===== src/rtl/hc165_pkg.sv =====
// Shared definitions for the 74HC165 switch-code reader blocks.
package hc165_pkg;

  localparam int HC165_CODE_W = 8;
  localparam logic [HC165_CODE_W-1:0] HC165_CODE_RST = 8'hFF;

  // Scan controller state encoding
  typedef enum logic [1:0] {
    IDLE       = 2'd0,
    START      = 2'd1,
    WAIT_VALID = 2'd2,
    WAIT_TICK  = 2'd3
  } scan_state_e;

  // Increment a 4-bit count, holding it once it has reached the limit
  function automatic logic [3:0] sat_inc4(input logic [3:0] val, input logic [3:0] lim);
    if (val >= lim) begin
      return val;
    end else begin
      return val + 4'd1;
    end
  endfunction

endpackage


===== src/rtl/hc165_scan_ctrl_if.sv =====
// Control, driver-handshake and status signals of the scan controller.
interface hc165_scan_ctrl_if;
  import hc165_pkg::*;

  logic                    i_enable;
  logic                    i_clr_err;
  logic                    i_code_valid;
  logic [HC165_CODE_W-1:0] i_code;
  logic                    o_start;
  logic [HC165_CODE_W-1:0] o_stable_code;
  logic                    o_stable_valid;
  logic                    o_code_changed;
  logic                    o_timeout_err;

  modport master (
    output i_enable, i_clr_err, i_code_valid, i_code,
    input  o_start, o_stable_code, o_stable_valid, o_code_changed, o_timeout_err
  );

  modport slave (
    input  i_enable, i_clr_err, i_code_valid, i_code,
    output o_start, o_stable_code, o_stable_valid, o_code_changed, o_timeout_err
  );

endinterface


===== src/rtl/scan_debounce.sv =====
// Debounce filter: a code is published once it has been read STABLE_CNT
// times in a row; a change strobe accompanies every published update.
module scan_debounce
  import hc165_pkg::*;
#(
  parameter int STABLE_CNT = 4
) (
  input  logic                    clk,
  input  logic                    rst_n,
  input  logic                    i_sample,
  input  logic [HC165_CODE_W-1:0] i_code,
  input  logic                    i_clr_cnt,
  output logic [HC165_CODE_W-1:0] o_stable_code,
  output logic                    o_stable_valid,
  output logic                    o_code_changed
);

  localparam logic [3:0] MATCH_LIM = 4'(STABLE_CNT);

  logic [HC165_CODE_W-1:0] cand_q, cand_d;
  logic [HC165_CODE_W-1:0] stable_q, stable_d;
  logic [3:0]              match_q, match_d;
  logic                    valid_q, valid_d;
  logic                    changed_q, changed_d;

  // Evaluate a new read against the candidate and decide on qualification
  always_comb begin
    cand_d    = cand_q;
    match_d   = match_q;
    stable_d  = stable_q;
    valid_d   = valid_q;
    changed_d = 1'b0;
    if (i_sample) begin
      if (i_code == cand_q) begin
        match_d = sat_inc4(match_q, MATCH_LIM);
      end else begin
        cand_d  = i_code;
        match_d = 4'd1;
      end
      // Saturated repeats of the already-published code stay silent
      if ((match_d == MATCH_LIM) && ((cand_d != stable_q) || !valid_q)) begin
        stable_d  = cand_d;
        valid_d   = 1'b1;
        changed_d = 1'b1;
      end else begin
        changed_d = 1'b0;
      end
    end else if (i_clr_cnt) begin
      match_d = 4'd0;
    end else begin
      match_d = match_q;
    end
  end

  // Debounce state registers
  always_ff @(posedge clk or negedge rst_n) begin
    if (!rst_n) begin
      cand_q    <= HC165_CODE_RST;
      match_q   <= 4'd0;
      stable_q  <= HC165_CODE_RST;
      valid_q   <= 1'b0;
      changed_q <= 1'b0;
    end else begin
      cand_q    <= cand_d;
      match_q   <= match_d;
      stable_q  <= stable_d;
      valid_q   <= valid_d;
      changed_q <= changed_d;
    end
  end

  assign o_stable_code  = stable_q;
  assign o_stable_valid = valid_q;
  assign o_code_changed = changed_q;

endmodule


===== src/rtl/hc165_scan_ctrl.sv =====
// Periodic scan controller for the hc165_drive stage: issues start pulses
// every SCAN_PERIOD clocks, watches for read completion with a timeout and
// feeds completed reads into the debounce filter.
module hc165_scan_ctrl
  import hc165_pkg::*;
#(
  parameter int SCAN_PERIOD = 50000,
  parameter int STABLE_CNT  = 4,
  parameter int TIMEOUT     = 255
) (
  input  logic               clk,
  input  logic               rst_n,
  hc165_scan_ctrl_if.slave   bus
);

  localparam int PW = $clog2(SCAN_PERIOD);
  localparam int TW = $clog2(TIMEOUT);
  localparam logic [PW-1:0] PERIOD_LAST = PW'(SCAN_PERIOD - 1);
  // The count is written to SCAN_PERIOD-1 on the cycle that leaves for START
  localparam logic [PW-1:0] PERIOD_TURN = PW'(SCAN_PERIOD - 2);
  localparam logic [TW-1:0] TO_LAST     = TW'(TIMEOUT - 1);

  scan_state_e   state_q, state_d;
  logic [PW-1:0] period_q, period_d;
  logic [TW-1:0] to_q, to_d;
  logic          start_q, start_d;
  logic          err_q, err_d;
  logic          sample_s;
  logic          clr_cnt_s;

  logic [HC165_CODE_W-1:0] stable_code_s;
  logic                    stable_valid_s;
  logic                    code_changed_s;

  // Scan sequencing, period/timeout counting and sticky error flag
  always_comb begin
    state_d   = state_q;
    period_d  = period_q;
    to_d      = to_q;
    start_d   = 1'b0;
    sample_s  = 1'b0;
    clr_cnt_s = 1'b0;
    if (bus.i_clr_err) begin
      err_d = 1'b0;
    end else begin
      err_d = err_q;
    end
    if (!bus.i_enable) begin
      // Abandon any in-flight read; its late valid lands outside WAIT_VALID
      state_d   = IDLE;
      period_d  = '0;
      clr_cnt_s = 1'b1;
    end else begin
      case (state_q)
        IDLE: begin
          period_d  = '0;
          clr_cnt_s = 1'b1;
          state_d   = START;
          start_d   = 1'b1;
        end
        START: begin
          period_d = '0;
          to_d     = '0;
          state_d  = WAIT_VALID;
        end
        WAIT_VALID: begin
          period_d = period_q + PW'(1);
          to_d     = to_q + TW'(1);
          if (bus.i_code_valid) begin
            // A valid on the terminal-count cycle still wins
            sample_s = 1'b1;
            state_d  = WAIT_TICK;
          end else if (to_q == TO_LAST) begin
            err_d     = 1'b1;
            clr_cnt_s = 1'b1;
            state_d   = WAIT_TICK;
          end else begin
            state_d = WAIT_VALID;
          end
        end
        WAIT_TICK: begin
          if (period_q >= PERIOD_LAST) begin
            period_d = period_q;
          end else begin
            period_d = period_q + PW'(1);
          end
          if (period_q >= PERIOD_TURN) begin
            state_d = START;
            start_d = 1'b1;
          end else begin
            state_d = WAIT_TICK;
          end
        end
        default: begin
          state_d = IDLE;
        end
      endcase
    end
  end

  // Controller registers
  always_ff @(posedge clk or negedge rst_n) begin
    if (!rst_n) begin
      state_q  <= IDLE;
      period_q <= '0;
      to_q     <= '0;
      start_q  <= 1'b0;
      err_q    <= 1'b0;
    end else begin
      state_q  <= state_d;
      period_q <= period_d;
      to_q     <= to_d;
      start_q  <= start_d;
      err_q    <= err_d;
    end
  end

  scan_debounce #(
    .STABLE_CNT (STABLE_CNT)
  ) u_debounce (
    .clk            (clk),
    .rst_n          (rst_n),
    .i_sample       (sample_s),
    .i_code         (bus.i_code),
    .i_clr_cnt      (clr_cnt_s),
    .o_stable_code  (stable_code_s),
    .o_stable_valid (stable_valid_s),
    .o_code_changed (code_changed_s)
  );

  assign bus.o_start        = start_q;
  assign bus.o_timeout_err  = err_q;
  assign bus.o_stable_code  = stable_code_s;
  assign bus.o_stable_valid = stable_valid_s;
  assign bus.o_code_changed = code_changed_s;

endmodule


===== src/flat_wrapper.sv =====
// flat-port wrapper written by rule: the top's interface ports become plain ports
module hc165_scan_ctrl_flat import hc165_pkg::*;
#(
  parameter int SCAN_PERIOD = 50000,
  parameter int STABLE_CNT  = 4,
  parameter int TIMEOUT     = 255
)
  (clk, rst_n, bus_i_enable, bus_i_clr_err, bus_i_code_valid, bus_i_code, bus_o_start, bus_o_stable_code, bus_o_stable_valid, bus_o_code_changed, bus_o_timeout_err);
  hc165_scan_ctrl_if bus_i ();
  input  logic clk;
  input  logic rst_n;
  input wire logic [$bits(bus_i.i_enable)-1:0] bus_i_enable;
  input wire logic [$bits(bus_i.i_clr_err)-1:0] bus_i_clr_err;
  input wire logic [$bits(bus_i.i_code_valid)-1:0] bus_i_code_valid;
  input wire logic [$bits(bus_i.i_code)-1:0] bus_i_code;
  output wire logic [$bits(bus_i.o_start)-1:0] bus_o_start;
  output wire logic [$bits(bus_i.o_stable_code)-1:0] bus_o_stable_code;
  output wire logic [$bits(bus_i.o_stable_valid)-1:0] bus_o_stable_valid;
  output wire logic [$bits(bus_i.o_code_changed)-1:0] bus_o_code_changed;
  output wire logic [$bits(bus_i.o_timeout_err)-1:0] bus_o_timeout_err;
  assign bus_i.i_enable = bus_i_enable;
  assign bus_i.i_clr_err = bus_i_clr_err;
  assign bus_i.i_code_valid = bus_i_code_valid;
  assign bus_i.i_code = bus_i_code;
  assign bus_o_start = bus_i.o_start;
  assign bus_o_stable_code = bus_i.o_stable_code;
  assign bus_o_stable_valid = bus_i.o_stable_valid;
  assign bus_o_code_changed = bus_i.o_code_changed;
  assign bus_o_timeout_err = bus_i.o_timeout_err;
  hc165_scan_ctrl #(.SCAN_PERIOD(SCAN_PERIOD), .STABLE_CNT(STABLE_CNT), .TIMEOUT(TIMEOUT)) u_core (.clk(clk), .rst_n(rst_n), .bus(bus_i));
endmodule

===== config.mk =====
export PLATFORM = sky130hd
export DESIGN_NAME = hc165_scan_ctrl_flat
export DESIGN_NICKNAME = d
export VERILOG_FILES = /design/src/rtl/hc165_pkg.sv /design/src/rtl/hc165_scan_ctrl_if.sv /design/src/rtl/scan_debounce.sv /design/src/rtl/hc165_scan_ctrl.sv /design/src/flat_wrapper.sv
export SDC_FILE = /design/constraint.sdc
export NUM_CORES = 1
export LEC_CHECK = 0
export CELL_PAD_IN_SITES_DETAIL_PLACEMENT = 1
export CELL_PAD_IN_SITES_GLOBAL_PLACEMENT = 2
export CORE_MARGIN = 4
export CORE_UTILIZATION = 37
export DETAILED_ROUTE_END_ITERATION = 12
export PLACE_DENSITY_LB_ADDON = 0.08
export SLEW_MARGIN = 20
export SYNTH_ARGS = -nofsm -noshare
export SYNTH_HDL_FRONTEND = slang
export SYNTH_SLANG_ARGS = --single-unit

===== constraint.sdc =====
create_clock -name clk -period 2.25 [get_ports clk]
set_input_delay 0.225 -clock clk [delete_from_list [all_inputs] [get_ports clk]]
set_output_delay 0.225 -clock clk [all_outputs]
set_load 0.01 [all_outputs]

# After elaboration in Yosys (flattened, before gate mapping)
# Index checks and enable logic that the tools add are counted.
[totals]
reg_bits = 50
input_bits = 13
out_inout_bits = 12
word_cells = 66
[op_classes]
n_addsub = 3
n_lt_le_gt_ge = 3
n_eq_ne = 8
muxes = 33
n_reduce_logical = 9
[ops]
columns = ["op", "n"]
rows = [
  ["case mux 16 bit (3 select lines)", 1],
  ["greater-or-equal comparator 16 bit (second input constant)", 2],
  ["two-way mux 16 bit", 2],
  ["two-way mux 4 bit", 5],
  ["adder 16 x 1 -> 16 bit (second input constant)", 1],
  ["two-way mux 1 bit", 16],
  ["two-way mux 8 bit", 2],
  ["case mux 8 bit (2 select lines)", 1],
  ["adder 8 x 1 -> 8 bit (second input constant)", 1],
  ["equality test 8 bit", 1],
  ["equality test 8 bit (second input constant)", 1],
  ["!= test 8 bit", 1],
  ["case mux 2 bit (4 select lines)", 1],
  ["two-way mux 2 bit", 3],
  ["adder 4 x 1 -> 4 bit (second input constant)", 1],
  ["equality test 2 bit (second input constant)", 2],
  ["equality test 4 x 3 -> 1 bit (second input constant)", 1],
  ["greater-or-equal comparator 4 x 3 -> 1 bit (second input constant)", 1],
  ["case mux 1 bit (2 select lines)", 2],
  ["AND reduction 2 bit", 2],
  ["nonzero test 2 bit", 2],
  ["!= test 3 bit (second input constant)", 1],
  ["equality test 2 x 1 -> 1 bit (second input constant)", 1],
  ["logical NOT 2 bit", 1],
  ["other kinds (4)", 4],
]

# Longest topological paths before layout
# Gate-level depths: netlist of the first run.
[depth]
depth_word = 9
depth_mapped = 8
depth_no_buf = 7

# Cells and area by module
# A second synthesis of the first run with hierarchy kept.
[unflattened]
hier_cells = 269
hier_area_um2 = 2806.4
[by_module_without_submodules]
columns = ["module", "n_inst", "cells_each", "area_each_um2", "seq_area_each_um2"]
rows = [
  ["hc165_scan_ctrl", 1, 179, 1650.3, 700.7],
  ["scan_debounce", 1, 90, 1156.1, 570.5],
]

# Worst setup path after synthesis of the first run
# No wires, ideal clock.
[synth_path]
path_kind = "register -> register"
from = "reg u_core.u_debounce.match_q[0]"
to = "reg u_core.u_debounce.stable_q[0] (netlist: u_core.u_debounce.o_stable_code[0])"
setup_ns = 0.082
t_arrival_ns = 1.906
t_required_ns = 2.168
setup_slack_ns = 0.262
stages_incl_launch_ff = 7
path_buffers = 0
synth_period_minus_slack_ns = 1.988
cell_sequence = "dfrtp_1 -> ha_1 -> nand4bb_1 -> a211oi_2 -> nand4_1 -> a31oi_4 -> mux2_2"
[synth_between]
elab_chain_cells = 7
elab_cells_between_ends = 8
classes_between = "add/sub: 1; order compare: 1; eq/ne: 1; mux: 3; reduce/logical: 2"
[synth_rtl]
columns = ["item", "line", "text"]
rows = [
  ["start, declared", "scan_debounce.sv:22", "logic [3:0] match_q, match_d;"],
  ["start signal, assigned", "scan_debounce.sv:65", "match_q <= match_d;"],
  ["adder 4 x 1 -> 4 bit or greater-or-equal comparator 4 x 3 -> 1 bit (tied branches)", "hc165_pkg.sv:20, hc165_pkg.sv:17", ""],
  ["two-way mux 4 bit (*)", "hc165_pkg.sv:17", "if (val >= lim) begin"],
  ["two-way mux 4 bit (*)", "scan_debounce.sv:34", "if (i_code == cand_q) begin"],
  ["two-way mux 4 bit (*)", "scan_debounce.sv:33", "if (i_sample) begin"],
  ["equality test 4 x 3 -> 1 bit (*)", "scan_debounce.sv:41", "if ((match_d == MATCH_LIM) && ((cand_d != stable_q) || !valid_q)) begin"],
  ["logical AND 1 bit (*)", "scan_debounce.sv:41", ""],
  ["AND reduction 2 bit (no source line) (*)", "--", ""],
  ["end signal, assigned", "scan_debounce.sv:66", "stable_q <= stable_d;"],
  ["end, declared", "scan_debounce.sv:21", "logic [HC165_CODE_W-1:0] stable_q, stable_d;"],
]
# Mark *: on every way between the ends. The rest lies on a longest branch, timed or not. The select of a mux whose other input is x is not followed.
# A chain may end at the register's enable or synchronous reset.

# Worst setup path after layout of the first run
[layout_path]
from = "reg u_core.u_debounce.match_q[1]"
to = "reg u_core.u_debounce.stable_q[5] (netlist: u_core.u_debounce.o_stable_code[5])"
# The elaborated chain is that of the path after synthesis.

==> results.cfg, run 1 <==
[global_routing]
grt_first_pass_wirelength_microns = 10900
grtUsageTotal_pct = 15.5
grt_pass1_vias = 2216
antenna_found_initial = 0
grt_max_degree = 30
grt-ovfl-total = 0

[timing]
relSlewSlack_pct = 64.6
setup_slack_ns = 0.117
final.min_clock_period_ns = 2.13
skew_ns = 0.00546
worst_pin_slew_ns = 0.530
slew_viol_final = 0
fmax_mhz = 469
min_period_over_period_pct = 94.8
setup_violations = 0
holdWs_ns = 0.428
rsz0062_at_grt = false
hold_violations = 0

[floorplan]
die_y_microns = 94.4
rows = 31
die_x_microns = 94.4
ios = 25
start_util_pct = 38.1
die_area_sq_um = 8910
coreArea_sq_um = 7250

[synthesis]
yosys_warnings = 0
synthTopCellsByArea = dfrtp_1 31%, dfstp_2 15%, mux2_2 6.9%
synth_flop_cell = dfrtp_1
syn_inst = 267
yosysTopAreaCell = dfrtp_1
yosys.cell_count.top_type = dfrtp_1
syn_nets = 289
syn-cell-area_sq_um = 2760
synth_commonest_cells = 34 x dfrtp_1, 23 x o21ai_0, 20 x nand2_1
ys_seq_elements = 50
synth-async-reset-ratio_pct = 100
synth_top_area_share_pct = 30.8
synth_edf_count = 0
seq_area_frac_synth_pct = 46.0
ys_types = 46
syn_area_per_cell_sq_um = 10.3

[finish]
drive_gt1_share_pct = 24.1
area_delta_synth_final_pct = 23.6
fill_cells = 820
fin_util_pct = 47.1
antenna_cells = 0
final_cell_area_sq_um = 3410
nNetsFinal = 341

[power_and_ir_drop]
powerDensity_nw_per_um2 = 623
peakVddDrop_uv = 232
p_leak_nw = 1.48

[clock_network]
cts_buffer_depth = 2
clk_latency_ns = 0.31
clkSinkCount = 50
cts_htree_levels = 2
clk_pin_slew_ns = 0.10
cts_buffers = 5
cts_tree = built
root_buffer = clkbuf_8

[placed_design]
port_buffers = 24
hpwl_microns = 4880
place.gp.congestion = 0.749
placed_area_sq_um = 3270
dp_slack_ns = -0.0860

[drt]
post_drt_wl_per_cell_microns = 15.5
firstDrtPassIters = 4
vias_per_cell = 5.11
drt_iter0_drc = 66
postRouteAntennaNets = 0
wl_microns = 6480
drc_errors = 0
vias = 2139

[worst_setup_path]
critPathArrivalTime_ns = 2.37
critical_path_class = flip-flop to flip-flop
r2r_slack_ns = 0.12
critical_path_required_ns = 2.49
worst_r2r_endpoint = u_core.u_debounce.o_stable_code[5]$_DFFE_PN1P_
r2r_start = u_core.u_debounce.match_q[1]$_DFFE_PN0P_
cp_max_fo = 4
reg2reg_depth = 7
critPathLaunchType = flip-flop
worst_setup_path_end_kind = flip-flop

[run]
max-cap-violations = 0

[status]
status = finished, final reports clean

[worst_hold_path]
min_path_type = input port to async pin
power by group:
part	leakage (nW)	switching (mW)	internal, mW	total, mW
registers	0.638	0.0641	1.04	1.11
clock network	0.0539	0.318	0.289	0.607
logic	0.790	0.205	0.207	0.412
total	1.48	0.587	1.54	2.13
worst max-delay path: stages, from the launching register on:
cell	delay, ns
dfrtp_1	0.43
ha_1	0.30
nand4bb_1	0.21
a211oi_2	0.23
nand4_1	0.20
a31oi_4	0.20
buf_4	0.16
mux2_2	0.33
per-layer routing:
metal	share of wire (%)	track usage (%)	wire (microns)
met5	0	0	0
met4	1.0	4.69	68
met3	3.1	2.23	200
met2	48	26.3	3080
met1	48	20.6	3130
metrics by stage:
stage	power, mW	setup TNS [ns]	cells
after CTS	2.16	0	416
after detailed placement	1.54	-0.641	406
after global routing	2.26	0	419
after floorplan	1.35	0	267
final	2.13	0	419
after global placement	1.53	0	406
cells in the final DEF (no fill, tap or decap), types with 3 or more instances in the layout:
master	n
clkdlybuf4s50_1	23
nand4_1	7
buf_4	28
nor3_1	6
nand2_1	20
and4_1	3
dfrtp_1	34
mux2_2	17
or3_1	6
nor2_1	17
a21o_1	5
nor3b_1	3
o21ai_0	23
xor2_1	16
nand2b_1	3
and2_1	4
dfstp_2	16
o21a_1	3
a31oi_1	4
o31ai_1	5
clkbuf_8	5
nand3_1	10
a21oi_1	9
ha_1	9
xnor2_1	5
inv_1	5
and3_1	5
worst max-delay path by stage:
stage,from,to
global route,u_core.u_debounce.match_q[0]$_DFFE_PN0P_,u_core.u_debounce.o_stable_code[5]$_DFFE_PN1P_
floorplan,u_core.u_debounce.match_q[0]$_DFFE_PN0P_,u_core.u_debounce.o_stable_code[0]$_DFFE_PN1P_
global placement,bus_i_code[2],u_core.u_debounce.o_stable_code[5]$_DFFE_PN1P_
detailed placement,bus_i_code[2],u_core.u_debounce.o_stable_code[3]$_DFFE_PN1P_
CTS,u_core.u_debounce.match_q[0]$_DFFE_PN0P_,u_core.u_debounce.o_stable_code[3]$_DFFE_PN1P_
finish,u_core.u_debounce.match_q[1]$_DFFE_PN0P_,u_core.u_debounce.o_stable_code[5]$_DFFE_PN1P_
area by class of cell:
cell class	instances	area [sq um]	share of cell area [%]
Timing Repair Buffer	54	475	13.9
Clock buffer	7	97.6	2.86
Inverter	5	18.8	0.550
Sequential cell	50	1270	37.2
Multi-Input combinational cell	203	1420	41.6
Clock inverter	1	6.26	0.183
Tap cell	99	124	3.63
timing repair:
action,in CTS,in global routing
endpoints found under the hold margin,17,0
cloned,0,0
buffers inserted,1,3
resized for setup,0,1
hold buffers,1,0
endpoints found under the setup margin,8,10
state kept, by name (all words and copies together), names as in the netlist:
signal                            count
u_core.to_q                           8
u_core.u_debounce.o_stable_code       8
u_core.u_debounce.o_code_changed      1
u_core.state_q                        2
u_core.u_debounce.match_q             4
u_core.period_q                      16
u_core.u_debounce.cand_q              8
u_core.bus.o_start                    1
u_core.u_debounce.o_stable_valid      1
u_core.bus.o_timeout_err              1
kinds of logic after synthesis:
logic type                 count (synthesis)  share of synthesized area, %
AOI/OAI and AO/OA                         62                          15.0
buffers and inverters                     14                          2.63
xor gates and xnor gates                  21                          6.66
muxes                                     17                          6.93
and+or+nand+nor                           94                          18.7
DFF                                       50                          46.0
adders and majority gates                  9                          4.08
Note: power is estimated with default switching activity, not from simulation.
==> run 2: changes to the inputs <==
Settings changed: MAX_ROUTING_LAYER set to met4.
==> run 2 against run 1 <==
Combinational power about the same. Cell count unchanged. Setup slack got worse by 0.0020 ns. Non-clock buffer count unchanged. Maximum frequency about the same. Wire length about the same. Core utilization unchanged. Die area unchanged. Via count increased by 0.37%. Sequential share of layout area unchanged. Critical path type unchanged. Largest cell class unchanged.
==> results.cfg, run 2 (synthesis gave the netlist of run 1 again) <==
[worst_setup_path]
reg2reg_depth = 7
critPathArrivalTime_ns = 2.38
path_buf_inv = 1
critPathTopFamily = compound AO/OA/AOI/OAI gates
worst_setup_path_end_kind = flip-flop
max_stage_delay_ns = 0.43
critPathLaunchType = flip-flop
cp_cell_sequence = ha_1 -> nand4bb_1 -> a211oi_2 -> nand4_1 -> a31oi_4 -> buf_4 -> mux2_2
cp_max_fo = 4
critical_path.slowest_cell = dfrtp_1
critical_path_required_ns = 2.49
critical_path_class = flip-flop to flip-flop
cp.depth = 7

[drt]
firstDrtPassIters = 4
drc_errors = 0
post_drt_wl_per_cell_microns = 15.5
drt_iter0_drc = 61
vias_per_cell = 5.12
wl_microns = 6480
vias = 2147
postRouteAntennaNets = 0

[timing]
fmax_mhz = 468
relSlewSlack_pct = 65.0
final.min_clock_period_ns = 2.14
setup_violations = 0
worst_pin_slew_ns = 0.525
hold_violations = 0
setup_slack_ns = 0.115
rsz0062_at_grt = false
fin_tns_setup_ns = 0
min_period_over_period_pct = 94.9
slew_viol_final = 0
skew_ns = 0.00510

[floorplan]
coreArea_sq_um = 7250
ios = 25
rows = 31
die_y_microns = 94.4
die_area_sq_um = 8910
die_x_microns = 94.4
start_util_pct = 38.1

[global_routing]
grt-ovfl-total = 0
grtUsageTotal_pct = 16.0
antenna_found_initial = 0
grt_first_pass_wirelength_microns = 11000
grt_max_degree = 30
grt_pass1_vias = 2205

[placed_design]
port_buffers = 24
place.gp.congestion = 0.758
hpwl_microns = 4880
dp_slack_ns = -0.0860

[clock_network]
cts_tree = built
cts_buffer_depth = 2
root_buffer = clkbuf_8
clkSinkCount = 50
cts_buffers = 5
clk_pin_slew_ns = 0.10
cts_htree_levels = 2
clk_latency_ns = 0.31

[finish]
antenna_cells = 0
layout_common_cells = 34 x dfrtp_1, 28 x buf_4, 23 x o21ai_0, 23 x clkdlybuf4s50_1, 20 x nand2_1
nNetsFinal = 341
top_register = u_core.period_q
drive_gt1_share_pct = 24.1
largest_reg_flops = 16
area_delta_synth_final_pct = 23.6
layout_commonest_cell = dfrtp_1

[power_and_ir_drop]
powerDensity_nw_per_um2 = 623
peakVddDrop_uv = 232
p_leak_nw = 1.48

[worst_hold_path]
min_path_type = input port to async pin

[run]
max-cap-violations = 0

[status]
status = finished, final reports clean
## run 2: stage by stage
stage               cell area (sq um)  utilization [%]  power, mW  cells  hold WS (ns)
CTS                              3390             46.7       2.16    416         0.455
global route                     3410             47.1       2.26    419         0.471
floorplan                        2760                -       1.35    267       -0.0706
global placement                 3270             45.0       1.53    406         0.243
detailed placement               3270             45.0       1.54    406         0.241
finish                           3410             47.1       2.12    419         0.423
## run 2: path summary, 6_finish.rpt
path                                                          start                                        endpoint  slack (ns)
max                        u_core.u_debounce.match_q[1]$_DFFE_PN0P_  u_core.u_debounce.o_stable_code[5]$_DFFE_PN1P_        0.11
min                                                           rst_n                  u_core.period_q[6]$_DFFE_PN0P_        0.42
max reg2reg                u_core.u_debounce.match_q[1]$_DFFE_PN0P_  u_core.u_debounce.o_stable_code[5]$_DFFE_PN1P_        0.11
min reg2reg                      u_core.bus.o_timeout_err$_DFF_PN0_              u_core.bus.o_timeout_err$_DFF_PN0_        0.50
max in group asynchronous                                     rst_n  u_core.u_debounce.o_stable_code[3]$_DFFE_PN1P_        1.23
min in group clk                 u_core.bus.o_timeout_err$_DFF_PN0_              u_core.bus.o_timeout_err$_DFF_PN0_        0.50
## run 2: repair_timing
item	4_1_cts	5_1_grt
gates resized for setup	0	1
endpoints found under the setup margin	8	10
endpoints found under the hold margin	17	0
buffers inserted	1	3
hold buffers	1	0
## run 2: worst reg2reg max path: cells and delay by family, from the launching register on
kind	cells	cell delay (ns)
AO/OA/AOI/OAI	2	0.43
adder cells (fa/ha/maj)	1	0.30
buffers and inverters	1	0.16
flip-flops	1	0.43
multiplexers	1	0.33
AND/OR/NAND/NOR	2	0.41
## run 2: per-layer routing
layer  vias up  track usage [%]  wire, microns
li1       1069                -              -
met1      1044             20.7           3090
met2        26             26.3           3110
met3         8             2.23            210
met4         0             4.69             74
met5         -                -              0
## run 2: cell type report
type,instances,area (sq um)
timing repair buffer,54,475
sequential,50,1270
clock buffer,7,97.6
inverter,5,18.8
fill,820,3840
tap,99,124
multi-input combinational,203,1420
clock inverter,1,6.26
## run 2: power by group
| part | internal, mW | switching, mW | leakage [nW] |
|---|---|---|---|
| sequential | 1.04 | 0.0641 | 0.638 |
| combinational | 0.207 | 0.205 | 0.790 |
| clock | 0.289 | 0.318 | 0.0539 |
